$ cat src/rtl/nanov_spi_mem_ctrl_pkg.sv
// ---------------------------------------------------------------------------
// nanov_spi_pkg
// Shared definitions for the nanoV SPI memory controller: controller states,
// SPI command bytes, request size encodings, bit-count constants and small
// helpers for byte ordering and read-data assembly.
// Optional feature macro: NANOV_SPI_SEQ_FETCH_EN (adds STREAM and DESEL).
// ---------------------------------------------------------------------------
package nanov_spi_pkg;

  localparam logic [7:0] CMD_READ  = 8'h03;
  localparam logic [7:0] CMD_WRITE = 8'h02;

  localparam logic [1:0] SIZE_BYTE = 2'b00;
  localparam logic [1:0] SIZE_HALF = 2'b01;
  localparam logic [1:0] SIZE_WORD = 2'b10;

  localparam logic [5:0] CMD_BITS      = 6'd8;
  localparam logic [5:0] SPI_ADDR_BITS = 6'd24;
  localparam logic [5:0] WORD_BITS     = 6'd32;

  typedef enum logic [2:0] {
    ST_IDLE,
    ST_CMD,
    ST_ADDR,
    ST_DATA,
    ST_DONE
`ifdef NANOV_SPI_SEQ_FETCH_EN
    ,
    ST_STREAM,
    ST_DESEL
`endif
  } state_e;

  // Number of data bits on the wire; fetches are always full words and
  // size 11 behaves like a word.
  function automatic logic [5:0] dataBits(input logic [1:0] size, input logic fetch);
    logic [5:0] bits;
    bits = WORD_BITS;
    if (!fetch) begin
      case (size)
        SIZE_BYTE: bits = 6'd8;
        SIZE_HALF: bits = 6'd16;
        default:   bits = WORD_BITS;
      endcase
    end
    return bits;
  endfunction

  // Reverses byte order so that byte 0 (bits [7:0]) is shifted out first.
  function automatic logic [31:0] swapBytes32(input logic [31:0] w);
    return {w[7:0], w[15:8], w[23:16], w[31:24]};
  endfunction

  // The first received byte sits highest in the shift window; rebuild the
  // little-endian value and extend from the top received byte.
  function automatic logic [31:0] assembleRead(input logic [5:0] bits,
                                               input logic signExt,
                                               input logic [31:0] w);
    logic [31:0] r;
    case (bits)
      6'd8:    r = {{24{signExt & w[7]}}, w[7:0]};
      6'd16:   r = {{16{signExt & w[7]}}, w[7:0], w[15:8]};
      default: r = swapBytes32(w);
    endcase
    return r;
  endfunction

endpackage

$ cat src/rtl/nanov_spi_mem_ctrl_if.sv
// ---------------------------------------------------------------------------
// nanov_spi_mem_ctrl_if
// Groups the core-side request/response handshake and the SPI pins.
//   req_*      : request from the core (valid/ready handshake)
//   resp_*     : completion pulse and read data
//   spi_*      : chip select, mode-0 clock, MOSI, MISO
// Modports: slave (the controller), master (the core / SPI-side environment).
// Optional feature macro: NANOV_SPI_SEQ_FETCH_EN (no effect on this file).
// ---------------------------------------------------------------------------
interface nanov_spi_mem_ctrl_if #(
  parameter int ADDR_BITS = 24
);
  logic                 req_valid;
  logic                 req_ready;
  logic                 req_fetch;
  logic                 req_store;
  logic [1:0]           req_size;
  logic                 req_unsigned;
  logic [ADDR_BITS-1:0] req_addr;
  logic [31:0]          req_wdata;
  logic                 resp_valid;
  logic [31:0]          resp_rdata;
  logic                 spi_cs_n;
  logic                 spi_sclk;
  logic                 spi_mosi;
  logic                 spi_miso;

  modport slave (
    input  req_valid, req_fetch, req_store, req_size, req_unsigned,
           req_addr, req_wdata, spi_miso,
    output req_ready, resp_valid, resp_rdata, spi_cs_n, spi_sclk, spi_mosi
  );

  modport master (
    output req_valid, req_fetch, req_store, req_size, req_unsigned,
           req_addr, req_wdata, spi_miso,
    input  req_ready, resp_valid, resp_rdata, spi_cs_n, spi_sclk, spi_mosi
  );
endinterface

$ cat src/rtl/nanov_spi_mem_ctrl_shifter.sv
// ---------------------------------------------------------------------------
// nanov_spi_shifter
// Bit engine for the SPI controller: two-cycle bit period (phase A sclk low,
// phase B sclk high), 32-bit MSB-first shift register and per-segment bit
// counter.
//   clk, rstn      : clock, asynchronous active-low reset
//   start_i        : begin a new segment of start_bits_i bits (phase A next)
//   load_i         : overwrite the shift register with load_data_i
//   miso_i         : serial input, shifted in at the end of each phase B
//   sclk_o, sdo_o  : SPI clock and current output bit
//   rx_word_o      : shift window including the bit being sampled now
//   last_bit_o     : high during phase B of the segment's final bit
// Optional feature macro: NANOV_SPI_SEQ_FETCH_EN (no effect on this file).
// ---------------------------------------------------------------------------
module nanov_spi_shifter (
  input  logic        clk,
  input  logic        rstn,
  input  logic        start_i,
  input  logic [5:0]  start_bits_i,
  input  logic        load_i,
  input  logic [31:0] load_data_i,
  input  logic        miso_i,
  output logic        sclk_o,
  output logic        sdo_o,
  output logic [31:0] rx_word_o,
  output logic        last_bit_o
);

  logic        active_q;
  logic        phase_q;
  logic [5:0]  cnt_q;
  logic [5:0]  bits_q;
  logic [31:0] shreg_q;

  assign sclk_o     = active_q & phase_q;
  assign sdo_o      = shreg_q[31];
  assign rx_word_o  = {shreg_q[30:0], miso_i};
  assign last_bit_o = active_q & phase_q & (cnt_q == bits_q - 6'd1);

  // A start always restarts the bit period in phase A, even when it lands on
  // the last edge of the previous segment, so segments run back to back.
  always_ff @(posedge clk or negedge rstn) begin
    if (!rstn) begin
      active_q <= 1'b0;
      phase_q  <= 1'b0;
      cnt_q    <= 6'd0;
      bits_q   <= 6'd0;
    end else if (start_i) begin
      active_q <= 1'b1;
      phase_q  <= 1'b0;
      cnt_q    <= 6'd0;
      bits_q   <= start_bits_i;
    end else if (active_q) begin
      phase_q <= ~phase_q;
      if (phase_q) begin
        cnt_q <= cnt_q + 6'd1;
      end
      if (last_bit_o) begin
        active_q <= 1'b0;
      end
    end
  end

  // Shift happens on the edge closing phase B; a load on that same edge wins
  // so a new segment's data is in place for its first phase A.
  always_ff @(posedge clk or negedge rstn) begin
    if (!rstn) begin
      shreg_q <= 32'd0;
    end else if (load_i) begin
      shreg_q <= load_data_i;
    end else if (active_q && phase_q) begin
      shreg_q <= rx_word_o;
    end
  end

endmodule

$ cat src/rtl/nanov_spi_mem_ctrl.sv
// ---------------------------------------------------------------------------
// nanov_spi_mem_ctrl
// Memory-side responder for the nanoV core. Serves fetch/load/store requests
// from SPI flash/RAM with READ (0x03) and WRITE (0x02): 8 command bits,
// 24 address bits (MSB first), then 1/2/4 data bytes in ascending address
// order. Read data is returned little-endian and sign/zero extended.
//   clk, rstn : clock, asynchronous active-low reset
//   bus       : nanov_spi_mem_ctrl_if.slave (request, response, SPI pins)
// Parameter ADDR_BITS: request address width, sent as 24 bits.
// Optional feature macro: NANOV_SPI_SEQ_FETCH_EN -- after a fetch, chip
// select stays low (STREAM) so a fetch at the next word skips CMD/ADDR;
// any other request first deselects for one cycle (DESEL).
// ---------------------------------------------------------------------------
module nanov_spi_mem_ctrl
  import nanov_spi_pkg::*;
#(
  parameter int ADDR_BITS = 24
) (
  input logic                  clk,
  input logic                  rstn,
  nanov_spi_mem_ctrl_if.slave  bus
);

  state_e      state_q, state_d;
  logic        isStore_q, isStore_d;
  logic        signExt_q, signExt_d;
  logic [5:0]  dataBits_q, dataBits_d;
  logic [23:0] addr_q, addr_d;
  logic [31:0] wdata_q, wdata_d;
  logic [31:0] rdata_q, rdata_d;
`ifdef NANOV_SPI_SEQ_FETCH_EN
  logic        isFetch_q, isFetch_d;
  logic [23:0] nextFetch_q, nextFetch_d;
`endif

  logic [ADDR_BITS-1:0] addrIn;
  logic [23:0]          reqAddr24;
  logic [7:0]           reqCmd;
  logic                 accept;
  logic                 ready;
  logic                 csN;
  logic                 mosiEn;

  logic        shStart;
  logic [5:0]  shStartBits;
  logic        shLoad;
  logic [31:0] shLoadData;
  logic        shSclk;
  logic        shSdo;
  logic [31:0] shRxWord;
  logic        shLastBit;

  assign addrIn    = bus.req_addr;
  assign reqAddr24 = 24'(addrIn);
  assign reqCmd    = (bus.req_store && !bus.req_fetch) ? CMD_WRITE : CMD_READ;
  assign accept    = bus.req_valid && ready;

  nanov_spi_shifter u_shifter (
    .clk          (clk),
    .rstn         (rstn),
    .start_i      (shStart),
    .start_bits_i (shStartBits),
    .load_i       (shLoad),
    .load_data_i  (shLoadData),
    .miso_i       (bus.spi_miso),
    .sclk_o       (shSclk),
    .sdo_o        (shSdo),
    .rx_word_o    (shRxWord),
    .last_bit_o   (shLastBit)
  );

  // Next-state logic. Each segment (CMD, ADDR, DATA) is one shifter run;
  // the next segment is started on the final phase-B edge of the previous
  // one so no idle cycles appear between them. Request fields are captured
  // on accept so the core may change its inputs afterwards.
  always_comb begin
    state_d     = state_q;
    isStore_d   = isStore_q;
    signExt_d   = signExt_q;
    dataBits_d  = dataBits_q;
    addr_d      = addr_q;
    wdata_d     = wdata_q;
    rdata_d     = rdata_q;
`ifdef NANOV_SPI_SEQ_FETCH_EN
    isFetch_d   = isFetch_q;
    nextFetch_d = nextFetch_q;
`endif
    shStart     = 1'b0;
    shStartBits = CMD_BITS;
    shLoad      = 1'b0;
    shLoadData  = 32'd0;

    case (state_q)
      ST_IDLE: begin
        if (bus.req_valid) begin
          shStart    = 1'b1;
          shLoad     = 1'b1;
          shLoadData = {reqCmd, reqAddr24};
          state_d    = ST_CMD;
        end
      end
      ST_CMD: begin
        if (shLastBit) begin
          shStart     = 1'b1;
          shStartBits = SPI_ADDR_BITS;
          state_d     = ST_ADDR;
        end
      end
      ST_ADDR: begin
        if (shLastBit) begin
          shStart     = 1'b1;
          shStartBits = dataBits_q;
          shLoad      = 1'b1;
          shLoadData  = isStore_q ? swapBytes32(wdata_q) : 32'd0;
          state_d     = ST_DATA;
        end
      end
      ST_DATA: begin
        if (shLastBit) begin
          rdata_d = isStore_q ? 32'd0 : assembleRead(dataBits_q, signExt_q, shRxWord);
          state_d = ST_DONE;
        end
      end
      ST_DONE: begin
        state_d = ST_IDLE;
`ifdef NANOV_SPI_SEQ_FETCH_EN
        if (isFetch_q) begin
          state_d     = ST_STREAM;
          nextFetch_d = addr_q + 24'd4;
        end
`endif
      end
`ifdef NANOV_SPI_SEQ_FETCH_EN
      ST_STREAM: begin
        if (bus.req_valid) begin
          if (bus.req_fetch && (reqAddr24 == nextFetch_q)) begin
            shStart     = 1'b1;
            shStartBits = WORD_BITS;
            shLoad      = 1'b1;
            shLoadData  = 32'd0;
            state_d     = ST_DATA;
          end else begin
            state_d = ST_DESEL;
          end
        end
      end
      ST_DESEL: begin
        shStart    = 1'b1;
        shLoad     = 1'b1;
        shLoadData = {(isStore_q ? CMD_WRITE : CMD_READ), addr_q};
        state_d    = ST_CMD;
      end
`endif
      default: state_d = ST_IDLE;
    endcase

    if (accept) begin
      isStore_d  = bus.req_store && !bus.req_fetch;
      signExt_d  = !bus.req_unsigned && !bus.req_fetch;
      dataBits_d = dataBits(bus.req_size, bus.req_fetch);
      addr_d     = reqAddr24;
      wdata_d    = bus.req_wdata;
`ifdef NANOV_SPI_SEQ_FETCH_EN
      isFetch_d  = bus.req_fetch;
`endif
    end
  end

  // Pin and handshake decode from the current state. MOSI is only driven
  // while command, address or store data is on the wire.
  always_comb begin
    ready  = 1'b0;
    csN    = 1'b1;
    mosiEn = 1'b0;
    case (state_q)
      ST_IDLE: ready = 1'b1;
      ST_CMD, ST_ADDR: begin
        csN    = 1'b0;
        mosiEn = 1'b1;
      end
      ST_DATA: begin
        csN    = 1'b0;
        mosiEn = isStore_q;
      end
      ST_DONE: begin
        csN = 1'b1;
`ifdef NANOV_SPI_SEQ_FETCH_EN
        if (isFetch_q) begin
          csN = 1'b0;
        end
`endif
      end
`ifdef NANOV_SPI_SEQ_FETCH_EN
      ST_STREAM: begin
        ready = 1'b1;
        csN   = 1'b0;
      end
      ST_DESEL: csN = 1'b1;
`endif
      default: csN = 1'b1;
    endcase
  end

  assign bus.req_ready  = ready;
  assign bus.resp_valid = (state_q == ST_DONE);
  assign bus.resp_rdata = rdata_q;
  assign bus.spi_cs_n   = csN;
  assign bus.spi_sclk   = shSclk;
  assign bus.spi_mosi   = mosiEn & shSdo;

  // State and captured-request registers; reset abandons any transfer.
  always_ff @(posedge clk or negedge rstn) begin
    if (!rstn) begin
      state_q     <= ST_IDLE;
      isStore_q   <= 1'b0;
      signExt_q   <= 1'b0;
      dataBits_q  <= WORD_BITS;
      addr_q      <= 24'd0;
      wdata_q     <= 32'd0;
      rdata_q     <= 32'd0;
`ifdef NANOV_SPI_SEQ_FETCH_EN
      isFetch_q   <= 1'b0;
      nextFetch_q <= 24'd0;
`endif
    end else begin
      state_q     <= state_d;
      isStore_q   <= isStore_d;
      signExt_q   <= signExt_d;
      dataBits_q  <= dataBits_d;
      addr_q      <= addr_d;
      wdata_q     <= wdata_d;
      rdata_q     <= rdata_d;
`ifdef NANOV_SPI_SEQ_FETCH_EN
      isFetch_q   <= isFetch_d;
      nextFetch_q <= nextFetch_d;
`endif
    end
  end

endmodule

$ cat src/flat_wrapper.sv
// flat-port wrapper written by rule: the top's interface ports become plain ports
module nanov_spi_mem_ctrl_flat import nanov_spi_pkg::*;
#(
  parameter int ADDR_BITS = 24
)
  (clk, rstn, bus_req_valid, bus_req_fetch, bus_req_store, bus_req_size, bus_req_unsigned, bus_req_addr, bus_req_wdata, bus_spi_miso, bus_req_ready, bus_resp_valid, bus_resp_rdata, bus_spi_cs_n, bus_spi_sclk, bus_spi_mosi);
  nanov_spi_mem_ctrl_if #(.ADDR_BITS(ADDR_BITS)) bus_i ();
  input logic clk;
  input logic rstn;
  input wire logic [$bits(bus_i.req_valid)-1:0] bus_req_valid;
  input wire logic [$bits(bus_i.req_fetch)-1:0] bus_req_fetch;
  input wire logic [$bits(bus_i.req_store)-1:0] bus_req_store;
  input wire logic [$bits(bus_i.req_size)-1:0] bus_req_size;
  input wire logic [$bits(bus_i.req_unsigned)-1:0] bus_req_unsigned;
  input wire logic [$bits(bus_i.req_addr)-1:0] bus_req_addr;
  input wire logic [$bits(bus_i.req_wdata)-1:0] bus_req_wdata;
  input wire logic [$bits(bus_i.spi_miso)-1:0] bus_spi_miso;
  output wire logic [$bits(bus_i.req_ready)-1:0] bus_req_ready;
  output wire logic [$bits(bus_i.resp_valid)-1:0] bus_resp_valid;
  output wire logic [$bits(bus_i.resp_rdata)-1:0] bus_resp_rdata;
  output wire logic [$bits(bus_i.spi_cs_n)-1:0] bus_spi_cs_n;
  output wire logic [$bits(bus_i.spi_sclk)-1:0] bus_spi_sclk;
  output wire logic [$bits(bus_i.spi_mosi)-1:0] bus_spi_mosi;
  assign bus_i.req_valid = bus_req_valid;
  assign bus_i.req_fetch = bus_req_fetch;
  assign bus_i.req_store = bus_req_store;
  assign bus_i.req_size = bus_req_size;
  assign bus_i.req_unsigned = bus_req_unsigned;
  assign bus_i.req_addr = bus_req_addr;
  assign bus_i.req_wdata = bus_req_wdata;
  assign bus_i.spi_miso = bus_spi_miso;
  assign bus_req_ready = bus_i.req_ready;
  assign bus_resp_valid = bus_i.resp_valid;
  assign bus_resp_rdata = bus_i.resp_rdata;
  assign bus_spi_cs_n = bus_i.spi_cs_n;
  assign bus_spi_sclk = bus_i.spi_sclk;
  assign bus_spi_mosi = bus_i.spi_mosi;
  nanov_spi_mem_ctrl #(.ADDR_BITS(ADDR_BITS)) u_core (.clk(clk), .rstn(rstn), .bus(bus_i));
endmodule
$ cat config.mk
export PLATFORM = sky130hd
export DESIGN_NAME = nanov_spi_mem_ctrl_flat
export DESIGN_NICKNAME = d
export VERILOG_FILES = /design/src/rtl/nanov_spi_mem_ctrl_pkg.sv /design/src/rtl/nanov_spi_mem_ctrl_if.sv /design/src/rtl/nanov_spi_mem_ctrl_shifter.sv /design/src/rtl/nanov_spi_mem_ctrl.sv /design/src/flat_wrapper.sv
export SDC_FILE = /design/constraint.sdc
export NUM_CORES = 1
export LEC_CHECK = 0
export CAP_MARGIN = 20
export CORE_MARGIN = 3
export CORE_UTILIZATION = 50
export CTS_BUF_LIST = sky130_fd_sc_hd__clkbuf_4
export CTS_CLUSTER_SIZE = 16
export DETAILED_ROUTE_END_ITERATION = 16
export GPL_ROUTABILITY_DRIVEN = 0
export PLACE_DENSITY = 0.79
export SLEW_MARGIN = 10
export SYNTH_ARGS = -nofsm -noshare
export SYNTH_HDL_FRONTEND = slang
export SYNTH_SLANG_ARGS = --single-unit
$ cat constraint.sdc
create_clock -name clk -period 2.6 [get_ports clk]
set_clock_uncertainty 0.1 [all_clocks]
set_input_delay 0.52 -clock clk [delete_from_list [all_inputs] [get_ports clk]]
set_output_delay 0.52 -clock clk [all_outputs]
set_load 0.05 [all_outputs]
Yosys cells after proc, flatten, opt, wreduce, memory -nomap -nowiden
Index checks and enable logic that the tools add are counted.
W data, S select, Z words.
{"block": "word_totals", "reg_bits": 121, "latch_bits": 0, "mem_bits_rw": 0, "romBits": 0, "in_bits": 65, "out_inout_bits": 37, "word_cells": 80, "memories": 0}
{"block": "op_classes", "add_sub_neg": 2, "multipliers": 0, "div": 0, "magnitude_cmp": 0, "eq_ne": 12, "shift": 0, "n_mux": 34, "bitwise_logic": 5, "reduce_logical": 16}
{"cell": "$mux W32", "count": 6}
{"cell": "$pmux W32 S2", "count": 2}
{"cell": "$mux W6", "count": 5}
{"cell": "$pmux W6 S2", "count": 2}
{"cell": "$mux W3", "count": 4}
{"cell": "$pmux W3 S4", "count": 1}
{"cell": "$mux W1", "count": 10}
{"cell": "$add A6 B1 Y6 const B", "count": 1}
{"cell": "$eq A3 B2 Y1 const B", "count": 2}
{"cell": "$eq A6 B4 Y1 const B", "count": 1}
{"cell": "$eq A6 B5 Y1 const B", "count": 1}
{"cell": "$eq A6 B6 Y1", "count": 1}
{"cell": "$ne A2 B1 Y1 const B", "count": 3}
{"cell": "$pmux W1 S2", "count": 3}
{"cell": "$reduce_bool A2 Y1", "count": 3}
{"cell": "$sub A6 B1 Y6 const B", "count": 1}
{"cell": "$mux W5", "count": 1}
{"cell": "$and A1 B1 Y1", "count": 4}
{"cell": "$logic_and A1 B1 Y1", "count": 4}
{"cell": "$reduce_and A2 Y1", "count": 2}
{"cell": "$reduce_and A4 Y1", "count": 1}
{"cell": "$eq A3 B1 Y1 const B", "count": 1}
{"cell": "$eq A3 B3 Y1 const B", "count": 1}
{"cell": "$logic_not A3 Y1", "count": 1}
{"cell": "other kinds (7)", "count": 8}

Logic depth before layout (Yosys ltp)
{"block": "depth", "ltp_word": 7, "mapped_depth": 9, "depth_no_buf": 6}

Hierarchy
Synthesis repeated with hierarchy kept, for this count alone.
{"block": "hier_totals", "cells_unflattened": 621, "area_unflattened_um2": 5963.2}
{"module": "nanov_spi_mem_ctrl", "instances": 1, "cells_each": 408, "area_each_um2": 3758.6, "seq_area_each_um2": 1803.0}
{"module": "nanov_spi_shifter", "instances": 1, "cells_each": 213, "area_each_um2": 2204.6, "seq_area_each_um2": 1151.1}

Least setup slack after synthesis
No wires, ideal clock.
{"block": "synth_path", "kind": "register to output", "from": "reg u_core.state_q[1]", "to": "out bus_spi_mosi", "arrival_time_ps": 2323, "t_required_ps": 1980, "setup_slack_ps": -343, "path_stages_with_launch": 5, "n_path_buf": 1, "cell_sequence": "dfrtp_1 -> clkbuf_1 -> nor2_1 -> or2_2 -> nor3b_1"}
{"block": "synth_via", "elab_chain_cells": 4, "word_cells_on_any_way": 6, "classes_between": "eq/ne (3); mux (1); bitwise (1); reduce/logical (1)"}
{"element": "start: declaration", "line_no": "nanov_spi_mem_ctrl.sv:24", "source": "state_e state_q, state_d;"}
{"element": "start signal: assignment", "line_no": "nanov_spi_mem_ctrl.sv:226", "source": "state_q <= state_d;"}
{"element": "$eq A3 B1 Y1 / $eq A3 B2 Y1 (equally long branches)", "line_no": "nanov_spi_mem_ctrl.sv:175", "source": "case (state_q)"}
{"element": "$reduce_or A2 Y1 (no line)"}
{"element": "$pmux W1 S2 (*)", "line_no": "nanov_spi_mem_ctrl.sv:175"}
{"element": "$and A1 B1 Y1 (*)", "line_no": "nanov_spi_mem_ctrl.sv:209", "source": "assign bus.spi_mosi = mosiEn & shSdo;"}
{"element": "end: declaration", "line_no": "flat_wrapper.sv:23", "source": "output wire logic [$bits(bus_i.spi_mosi)-1:0] bus_spi_mosi;"}
Mark *: on every way between the ends. The rest lies on a longest branch, timed or not.

Worst setup path in the final report
{"block": "layout_path", "from": "reg u_core.u_shifter.bits_q[3]", "to": "reg u_core.u_shifter.bits_q[4]"}
{"block": "layout_via", "elab_chain_cells": 5, "word_cells_on_any_way": 8, "classes_between": "add/sub (1); eq/ne (1); mux (5); bitwise (1)"}
{"element": "start: declaration", "line_no": "nanov_spi_mem_ctrl_shifter.sv:32", "source": "logic [5:0] bits_q;"}
{"element": "start signal: assignment", "line_no": "nanov_spi_mem_ctrl_shifter.sv:52", "source": "bits_q <= start_bits_i;"}
{"element": "$sub A6 B1 Y6 (*)", "line_no": "nanov_spi_mem_ctrl_shifter.sv:38", "source": "assign last_bit_o = active_q & phase_q & (cnt_q == bits_q - 6'd1);"}
{"element": "$eq A6 B6 Y1 (*)", "line_no": "nanov_spi_mem_ctrl_shifter.sv:38"}
{"element": "$and A1 B1 Y1 (*)", "line_no": "nanov_spi_mem_ctrl_shifter.sv:38"}
{"element": "$mux W6, or another cell as far along", "line_no": "nanov_spi_mem_ctrl.sv:110", "source": "if (shLastBit) begin"}
{"element": "$pmux W6 S2 / $pmux W1 S2 (equally long branches)", "line_no": "nanov_spi_mem_ctrl.sv:93", "source": "case (state_q)"}
Marks and branches as above.
A chain may end at the register's enable or synchronous reset.

==> reports/metrics.csv <==
stage;metric;value;unit
run_status;status;completed;
grt;Tot GR Track Use;0.264;
detailed_routing;vias per inst;6.18;
critical_path;origin of the critical flop-to-flop path;u_core.u_shifter.bits_q[3]$_DFFE_PN0P_;
cells_and_area;most common cell after layout, fill and taps aside;nand2_1;
logic_synthesis;Post-synth EDFFs;0;
cts;Max Root-Sink Buffers;2;
detailed_routing;first-pass detailed-route iteration total;5;
grt;total gr overflow;0;
sta;Worst Hold Margin;0.368;ns
placement;DP Wirelength;11700;µm
logic_synthesis;synthesis-stage register bit count;115;
pwr;Max VDD drop;282;µV
cts;CTS tree;yes;
cells_and_area;Util after Layout;0.672;
detailed_routing;average wire per standard cell;18.7;µm
cells_and_area;area added between synthesis and finish;28.6;%
pwr;pwr/cell area;503;nW/µm²
cells_and_area;layout cells sized above 1;0.111;
cts;Worst-path clk slew;0.11;ns
logic_synthesis;FFs w/ async S/R, synth;1.00;
critical_path;crit path kind;reg2reg;
critical_path;Worst setup EP type;flop;
critical_path;WP data arrival;2.77;ns
die;Initial Util;0.522;
critical_path;worst reg2reg setup slack;0.12;ns
sta;final worst path period share;0.955;
logic_synthesis;net count after synthesis;723;
die;area of the core;11100;µm²
sta;unrepaired setup endpoints after global routing;false;
grt;global-route wire length before repair;26700;µm
critical_path;Startpoint Class;flop;
sta;TNS Setup;0;ns
logic_synthesis;Synth Instances;656;
sta;Slew Limit Fails;0;
cells_and_area;commonest non-fill, non-tap cells in the layout;113 x nand2_1, 112 x dfrtp_1, 95 x clkdlybuf4s50_1;
grt;vias in the first global route;5296;
pwr;Int Power;2.86;mW
detailed_routing;DR DRC count;0;
pwr;total power;3.75;mW
die;die area;12900;µm²
logic_synthesis;Yosys cell types;53;
cells_and_area;final non-filler cell total;898;
logic_synthesis;ys flop type;dfrtp_1;
detailed_routing;final WL;16800;µm
cts;Worst-Skew Late Latency;0.53;ns
cts;CTS HTree Levels;4;
job;total of max-cap violations;0;
pwr;Sw Share;0.236;
pwr;Seq pwr share;0.507;
pwr;Psw;0.885;mW
pwr;Gate power share;0.082;
cells_and_area;ant diodes;0;
sta;Max Fclk;403;MHz
critical_path;Worst Reg2Reg Path Length in Cells;8;
critical_path;CP startpoint;u_core.u_shifter.bits_q[3]$_DFFE_PN0P_;
grt;pin count of the biggest net entering global routing;50;
grt;initial antenna violation count;0;
cells_and_area;Nets;813;
placement;IO Port Bufs;101;
sta;min Tclk post-route;2.48;ns
sta;Rel. slew slack;0.639;
detailed_routing;post-route ant nets;0;
logic_synthesis;Avg Cell Area, Syn;8.82;µm²
critical_path;critical path required time;2.88;ns
placement;dpl cells;861;
pwr;Clk pwr share;0.411;
cts;CTS Sinks;115;
die;floorplan row count;38;
critical_path;Worst Path Max Fanout;36;
sta;Fin. Hold Viols;0;
critical_path;worst r2r dst;u_core.u_shifter.bits_q[4]$_DFFE_PN0P_;
detailed_routing;Detailed Route Iter0 Violations;574;
pwr;Leak;3.12;nW
cts;clk root buf;clkbuf_4;
die;die width;114;µm
logic_synthesis;synth warn;0;
logic_synthesis;Seq/Total Area, Yosys;0.497;
sta;final setup fails;0;
die;I/O pins;102;
detailed_routing;DR vias;5547;
logic_synthesis;Cell Area, Synth;5790;µm²
hold_path;Hold Path Class;in2async;
die;Die Ht;114;µm
cts;CTS Buf Count;17;
sta;Tightest Pin Transition;0.542;ns
-- cells by family (layout without fill, tap and decap cells) --
family,count (synthesis),after routing,share of synthesized area
compound gates,227,227,0.257
buf+inv,71,173,0.0482
xor+xnor,11,11,0.0192
mux,1,1,0.00173
flops,115,115,0.497
fa+ha+maj,2,2,0.00432
simple gates,229,229,0.173
-- power groups by stage --
stage,registers [mW],clock network [mW],logic [mW]
floorplan,1.90,0,0.133
global placement,1.93,0,0.293
detailed placement,1.93,0,0.302
CTS,1.89,1.56,0.305
global route,1.90,1.65,0.336
finish,1.90,1.54,0.308
-- cell type report --
cell class	count	area, µm²
well taps	140	175
inverters	10	37.5
repair buffers	132	1330
clock inverters	12	188
flip-flops and latches	115	2880
multi-input cells	470	2680
fillers	890	3640
clock buffers	19	143
-- stage by stage --
stage / area, µm² / worst slack [ns]
5_1_grt: 7440 / 0.00463
3_3_place_gp: 7020 / 0.0590
3_5_place_dp: 7020 / -0.0276
2_1_floorplan: 5790 / 0.0194
6_report: 7440 / 0.116
4_1_cts: 7360 / 0.0147
-- layer usage --
metal	routed length (µm)	up-vias	track usage
met5	0	-	0
met4	663	0	0.117
met3	1520	67	0.0621
met2	7730	309	0.406
met1	6870	2621	0.358
li1	-	2550	-
-- cells in the mapped netlist, types with 5 or more instances --
cell	count	share of area
o211ai_1	26	0.034
a22o_1	7	0.011
a21oi_1	11	0.0095
dfrtp_1	114	0.49
o21ai_0	93	0.080
a31oi_1	25	0.027
o221ai_1	13	0.020
o21a_1	7	0.0091
nand2_1	113	0.073
clkbuf_1	54	0.035
xor2_1	5	0.0076
o22ai_1	8	0.0086
xnor2_1	5	0.0076
inv_1	8	0.0052
nand2b_1	7	0.0076
o41ai_2	5	0.014
a221oi_1	8	0.012
nand3_1	33	0.029
o31ai_1	10	0.013
nor2_1	54	0.035
-- worst max path at each step --
stage | endpoint | slack, ns | depth (start not counted)
after floorplan | u_core.bus.resp_rdata[3]$_DFFE_PN0P_ | 0.02 | 9
after global placement | u_core.u_shifter.shreg_q[4]$_DFFE_PN0P_ | 0.06 | 6
after detailed placement | u_core.u_shifter.shreg_q[24]$_DFFE_PN0P_ | -0.03 | 5
after CTS | u_core.bus.resp_rdata[12]$_DFFE_PN0P_ | 0.01 | 7
after global routing | u_core.u_shifter.bits_q[4]$_DFFE_PN0P_ | 0.005 | 8
final | u_core.u_shifter.bits_q[4]$_DFFE_PN0P_ | 0.12 | 8
-- sequential cells by signal, indices dropped and copies added, names as in the netlist --
register and cells:
u_core.u_shifter.cnt_q 6, u_core.u_shifter.active_q 1, u_core.u_shifter.shreg_q 32, u_core.state_q 3, u_core.dataBits_q 3, u_core.bus.resp_rdata 32
u_core.wdata_q 32, u_core.isStore_q 1, u_core.signExt_q 1, u_core.u_shifter.phase_q 1, u_core.u_shifter.bits_q 3
-- timing repair --
item / 4_1_cts / 5_1_grt
gates cloned: 0 / 1
hold endpoints to repair: 25 / 0
gates resized for setup: 3 / 11
endpoints found under the setup margin: 3 / 40
pin swaps: 0 / 1
hold buffers: 1 / 0
buffers inserted: 0 / 4
-- critical path, cell delays in order (launching register included) --
cell and delay, ns:
dfrtp_1 0.41, inv_1 0.07, ha_1 0.15, xor3_1 0.41, or4_1 0.47, buf_8 0.21, o31ai_4 0.28, buf_6 0.17
o22ai_1 0.08
(Power assumes the default switching activity.)
